`src/rtl/pipeline_ctrl.sv`:
```
// Hazard / stall / flush controller for a 5-stage in-order pipeline.
// Define PIPELINE_CTRL_PERF_CNT_EN to build the saturating perf counters.
module pipeline_ctrl #(
    parameter int WAIT_TIMEOUT = 255,
    parameter int CNT_WIDTH    = 32
) (
    input  logic                 clk,
    input  logic                 rst_n,
    input  logic                 MemRead_EX,
    input  logic [4:0]           rd_EX,
    input  logic [4:0]           rs1_ID,
    input  logic [4:0]           rs2_ID,
    input  logic                 Branch_MEM,
    input  logic                 zero_flag_MEM,
    input  logic                 Jump_MEM,
    input  logic                 dmem_req,
    input  logic                 dmem_ready,
    output logic                 pc_en,
    output logic                 if_id_en,
    output logic                 id_ex_en,
    output logic                 ex_mem_en,
    output logic                 flush_IF_ID,
    output logic                 flush_ID_EX,
    output logic                 flush_EX_MEM,
    output logic                 flush_MEM_WB,
    output logic                 pc_sel,
    output logic                 mem_fault,
    output logic [CNT_WIDTH-1:0] stall_cycles,
    output logic [CNT_WIDTH-1:0] flush_events
);

    typedef enum logic [1:0] {
        RUN      = 2'd0,
        MEM_WAIT = 2'd1,
        FAULT    = 2'd2
    } state_t;

    localparam int WCW = 10;
    localparam logic [WCW-1:0] WAIT_LAST = WCW'(WAIT_TIMEOUT - 1);

    state_t         state;
    logic [WCW-1:0] wait_cnt;
    logic           taken;
    logic           load_use;
    logic           mem_stall;

    assign taken     = Jump_MEM | (Branch_MEM & zero_flag_MEM);
    assign load_use  = MemRead_EX && (rd_EX != 5'd0) &&
                       ((rd_EX == rs1_ID) || (rd_EX == rs2_ID));
    assign mem_stall = dmem_req & ~dmem_ready;

    always_comb begin
        pc_en        = 1'b1;
        if_id_en     = 1'b1;
        id_ex_en     = 1'b1;
        ex_mem_en    = 1'b1;
        flush_IF_ID  = 1'b0;
        flush_ID_EX  = 1'b0;
        flush_EX_MEM = 1'b0;
        flush_MEM_WB = 1'b0;
        pc_sel       = 1'b0;
        mem_fault    = 1'b0;
        if (!rst_n) begin
            {pc_en, if_id_en, id_ex_en, ex_mem_en} = 4'b0000;
            {flush_IF_ID, flush_ID_EX, flush_EX_MEM, flush_MEM_WB} = 4'b1111;
        end else if (state == FAULT) begin
            {pc_en, if_id_en, id_ex_en, ex_mem_en} = 4'b0000;
            flush_MEM_WB = 1'b1;
            mem_fault    = 1'b1;
        end else if (mem_stall) begin
            // Freeze everything; bubble into WB so nothing retires twice
            {pc_en, if_id_en, id_ex_en, ex_mem_en} = 4'b0000;
            flush_MEM_WB = 1'b1;
        end else if (taken) begin
            pc_sel       = 1'b1;
            flush_IF_ID  = 1'b1;
            flush_ID_EX  = 1'b1;
            flush_EX_MEM = 1'b1;
        end else if (load_use) begin
            pc_en       = 1'b0;
            if_id_en    = 1'b0;
            flush_ID_EX = 1'b1;
        end
    end

    always_ff @(posedge clk or negedge rst_n) begin
        if (!rst_n) begin
            state    <= RUN;
            wait_cnt <= '0;
        end else begin
            case (state)
                RUN: begin
                    if (mem_stall) begin
                        state    <= MEM_WAIT;
                        wait_cnt <= '0;
                    end
                end
                MEM_WAIT: begin
                    // Ready on the last allowed cycle still wins
                    if (!mem_stall) begin
                        state <= RUN;
                    end else if (wait_cnt == WAIT_LAST) begin
                        state <= FAULT;
                    end else begin
                        wait_cnt <= wait_cnt + 1'b1;
                    end
                end
                FAULT: state <= FAULT;
                default: state <= RUN;
            endcase
        end
    end

`ifdef PIPELINE_CTRL_PERF_CNT_EN
    logic any_stall;

    assign any_stall = ~(pc_en & if_id_en & id_ex_en & ex_mem_en);

    always_ff @(posedge clk or negedge rst_n) begin
        if (!rst_n) begin
            stall_cycles <= '0;
            flush_events <= '0;
        end else begin
            if (any_stall && (stall_cycles != '1))
                stall_cycles <= stall_cycles + 1'b1;
            if (pc_sel && (flush_events != '1))
                flush_events <= flush_events + 1'b1;
        end
    end
`else
    assign stall_cycles = '0;
    assign flush_events = '0;
`endif

endmodule

```
`config.mk`:
```
export PLATFORM = sky130hd
export DESIGN_NAME = pipeline_ctrl
export DESIGN_NICKNAME = d
export VERILOG_FILES = /design/src/rtl/pipeline_ctrl.sv
export SDC_FILE = /design/constraint.sdc
export NUM_CORES = 1
export LEC_CHECK = 0
export BUFFER_PORTS_ARGS = -buffer_cell sky130_fd_sc_hd__buf_2
export CAP_MARGIN = 15
export CORE_MARGIN = 4
export CORE_UTILIZATION = 42
export DETAILED_ROUTE_END_ITERATION = 7
export PLACE_DENSITY_LB_ADDON = 0.05
export SLEW_MARGIN = 15
export SYNTH_ARGS = -nofsm -noshare
export SYNTH_HDL_FRONTEND = slang
export SYNTH_SLANG_ARGS = --single-unit
```
`constraint.sdc`:
```
create_clock -name clk -period 2.38 [get_ports clk]
set_clock_uncertainty 0.1 [all_clocks]
set_input_delay 0.119 -clock clk [delete_from_list [all_inputs] [get_ports clk]]
set_output_delay 0.119 -clock clk [all_outputs]
set_load 0.02 [all_outputs]
```
# Word-level counts from Yosys, hierarchy flattened
# Cells that the tools add are included.
# word_totals
reg_bits,12
input_bits,23
output_inout_bits,74
word_cells,55
# classes
n_addsub,1
n_eq_ne,9
muxes,31
bitwise,4
n_reduce_logical,8
# op_table
cell,count
10-bit 2-to-1 mux,3
1-bit 2-to-1 mux,23
10-bit one-hot mux with 2 select lines,1
10-bit by 1-bit adder with 10-bit output (second input constant),1
10-bit by 8-bit == test with 1-bit output (second input constant),1
5-bit == test,2
2-bit 2-to-1 mux,3
2-bit inequality test (second input constant),3
2-bit one-hot mux with 3 select lines,1
5-bit nonzero test,1
4-bit AND reduction,1
3-bit inequality test (second input constant),1
1-bit bitwise AND,2
2-bit by 1-bit == test with 1-bit output (second input constant),1
2-bit == test (second input constant),1
1-bit logical AND,2
2-bit logical NOT,1
2-bit AND reduction,1
2-bit nonzero test,1
1-bit logical OR,1
1-bit NOT,1
1-bit bitwise OR,1

# Longest topological paths before layout
# logic_depth
ltp_word,8
ltp_mapped,6
depth_no_buf,6

# Worst setup path before layout
# Ideal clock, no wire load.
# synth_path
kind,register -> register
from,reg wait_cnt[0]
to,reg wait_cnt[5]
setup_ps,129
arrival_time_ps,1687
t_required_ps,2151
path_slack_ps,464
path_stages_with_launch,7
path_buffers,0
synth_period_minus_slack_ps,1916
cell_sequence,dfrtp_1 > inv_1 > ha_1 > or3b_2 > nor3_1 > or3_2 > a21oi_1
# synth_between
elab_chain_cells,4
word_cells_on_any_way,7
classes_between,add/sub: 1; eq/ne: 2; mux: 3; reduce/logical: 1
# synth_lines
element,line,source
from (decl),42,logic [WCW-1:0] wait_cnt;
from (signal assigned),105,wait_cnt <= wait_cnt + 1'b1;
10-bit by 1-bit adder with 10-bit output,105,
10-bit 2-to-1 mux,102,end else if (wait_cnt == WAIT_LAST) begin
10-bit 2-to-1 mux,100,if (!mem_stall) begin
10-bit one-hot mux with 2 select lines,91,case (state)
# Several ways; a longest one is shown, not always the timed one. The select of a mux whose other input is x is not followed.
# A chain may end at the register's enable or synchronous reset.

# Final worst setup path
# Same ends and word-level chain as after synthesis.

==> metrics <==
Die ar. 4300 um2; Worst Min Path Start dmem_ready; maximum root-to-sink buffer count 2; clk root buf clkbuf_4; initial antenna violation count 0; Fmax 467 MHz; grt total ovfl 0; Max-Cap Viols 0; flops & latches, synth 12; most common cell after layout, fill and taps aside conb_1; first-pass iteration count of the detailed router 4; Layout Nets 230; status finished, final reports clean; core region area 3100 um2; crit path max fanout 6; first-pass GRT wire length 3810 um; Worst Path Arrival 2.20 ns; startpoint type of the worst setup path flip-flop; CTS tree done; drt total wl 2660 um; Worst-Skew Late Latency around 0.28 ns; via/cell ratio 4.23; Util after Layout 44.4%; most frequent cells in the layout conb_1 (64), buf_2 (32), dfrtp_1 (12); Inserted Diodes 0; library cells used by synthesis 31; TritonCTS Buffers 3; # resized after CTS 0; hold path depth 4; met1 Usage GRT 14.0%; pin count of the biggest net entering global routing 16; Final setup viols 0; GR met2 Demand/Resource 18.6%; DRC violations left 0; Cell Area, Synth 1390 um2; Final HPWL DP about 2200 um; PortBufs 32; kind of critical path reg2reg; clock slew at reported path FFs 0.07 ns; # rows 20; DRT iter0 DRCs 24; CTS H-tree depth 1; critical path data required time 2.43 ns; Initial Util 44.9%; final hold violations 0; Die Y about 66 um; share of cells above drive strength 1 21.7%; Die Wd 65.6 um; worst r2r src wait_cnt[0]$_DFFE_PN0P_; RSZ-0062 raised after global routing false; fin crit period roughly 2.1 ns; per-cell routed wire length 10.7 um; critical path endpoint category flip-flop; WHS Endpoint state[1]$_DFFE_PN0P_; Slew @ Worst Pin 0.518 ns; Vias around 1,000; worst hold path class in2reg; placed insts 243; Post-Layout Cell Count 247; Reg2Reg Setup Slack roughly 0.24 ns; Crit Reg-Reg Endpoint wait_cnt[5]$_DFFE_PN0P_; Pleak around 0.00071 uW; # IOs 97; path depth of the worst reg2reg path 6; Seq/Total Area, Yosys 21.5%; met3 Use GR 2.91%; worst vdd ir 0.229 mV; Synth Warn # 0; crit share post-route 90.1%; P per Cell Area roughly 420 nW/um2; area added between synthesis and finish -1.08%; global router's overall resource usage 11.4%; vias in the first global route 868; Syn Inst Count 171; Final ANT Viol Nets 0; setup TNS 0 ns; most used routing layer met2; Slew HR 65.2%; synthesized area per cell approximately 8.2 um2; Placer Congestion 0.789; Slew Limit Fails 0; TritonCTS Sinks 12
==> per-layer routing <==
metal / vias to the layer above / wire, um
met5: - / 0
met1: 468 / 1090
met4: 0 / 43
met3: 5 / 286
met2: 58 / 1230
li1: 514 / -
==> cells in the mapped netlist <==
cell       count  area share, %
and3_2         1           0.54
or4_1          4            2.2
ha_1           2            1.8
o31ai_1        2            1.1
dfrtp_1       12             22
o21a_1         2            1.1
nor2_1         6            1.6
nor3b_4        1            1.3
buf_4         67             36
conb_1         1           0.27
nand3_1        5            1.8
and3_1         3            1.3
xnor2_1       10            6.3
nor2b_1        1           0.45
or3b_2         2            1.3
a31o_2         1           0.63
or2b_1         1           0.54
mux2i_1        3            2.2
clkbuf_1       1           0.27
a41oi_1        1           0.63
inv_1          4            1.1
nand2_1       11            3.0
or3_2          1           0.54
o21ai_0       10            3.6
nor3_1         2           0.72
a21oi_1       10            3.6
o2111ai_1      1           0.63
a31oi_1        2           0.90
nand4_4        1            1.5
o22ai_1        2           0.90
nor3_2         1           0.72
==> through the flow <==
| stage | power (uW) | area, um2 | setup slack, ns | hold WS, ns |
|---|---|---|---|---|
| 2_1_floorplan | 479 | 1630 | 0.464 | -0.277 |
| 3_3_place_gp | 445 | 1350 | 0.325 | -0.0648 |
| 3_5_place_dp | 446 | 1350 | 0.288 | -0.0645 |
| 4_1_cts | 580 | 1380 | 0.269 | 0.125 |
| 5_1_grt | 613 | 1380 | 0.0825 | 0.150 |
| 6_report | 574 | 1380 | 0.237 | 0.134 |
==> cell families (layout without fill, tap and decap cells) <==
| family | after synthesis | after routing | share of synthesized area [%] |
|---|---|---|---|
| and+or+nand+nor | 40 | 40 | 17.5 |
| muxes | 3 | 3 | 2.15 |
| adders and majority gates | 2 | 2 | 1.80 |
| AOI/OAI and AO/OA | 31 | 31 | 13.0 |
| other | 1 | 64 | 0.269 |
| DFF | 12 | 12 | 21.5 |
| xor gates and xnor gates | 10 | 10 | 6.28 |
| buffers and inverters | 72 | 41 | 37.4 |
==> flip-flops by register name (all words and copies together), names as in the netlist <==
signal    cells
wait_cnt     10
state         2
==> worst max-delay path: stages (launching register included) <==
cell and delay (ns):
dfrtp_1 0.45, inv_1 0.11, ha_1 0.16, or3b_2 0.50
nor3_1 0.43, or3_2 0.21, a21oi_1 0.06
==> cell type report <==
type	count	area [um2]
Timing Repair Buffer	34	178
Multi-Input combinational cell	150	808
Fill cell	328	1720
Tap cell	44	55.1
Inverter	4	15.0
Clock buffer	3	22.5
Sequential cell	12	300
==> worst max-delay path by stage <==
stage / startpoint / endpoint / cells after the start
after floorplan: wait_cnt[0]$_DFFE_PN0P_ / wait_cnt[5]$_DFFE_PN0P_ / 6
final: wait_cnt[0]$_DFFE_PN0P_ / wait_cnt[5]$_DFFE_PN0P_ / 6
after global routing: wait_cnt[0]$_DFFE_PN0P_ / wait_cnt[5]$_DFFE_PN0P_ / 6
after CTS: wait_cnt[0]$_DFFE_PN0P_ / wait_cnt[5]$_DFFE_PN0P_ / 6
after detailed placement: wait_cnt[0]$_DFFE_PN0P_ / wait_cnt[5]$_DFFE_PN0P_ / 6
after global placement: wait_cnt[0]$_DFFE_PN0P_ / wait_cnt[5]$_DFFE_PN0P_ / 6
==> report_power, final <==
group	internal (uW)	switching [uW]	total [uW]
logic	56.0	158	214
clock network	58.8	68.8	128
registers	214	17.6	232
==> what timing repair did <==
item                       CTS  global route
hold buffers                 1             0
hold endpoints to repair    12             0
setup endpoints to repair    0             0
buffers inserted             0             0
Note: power is estimated with default switching activity, not from simulation.
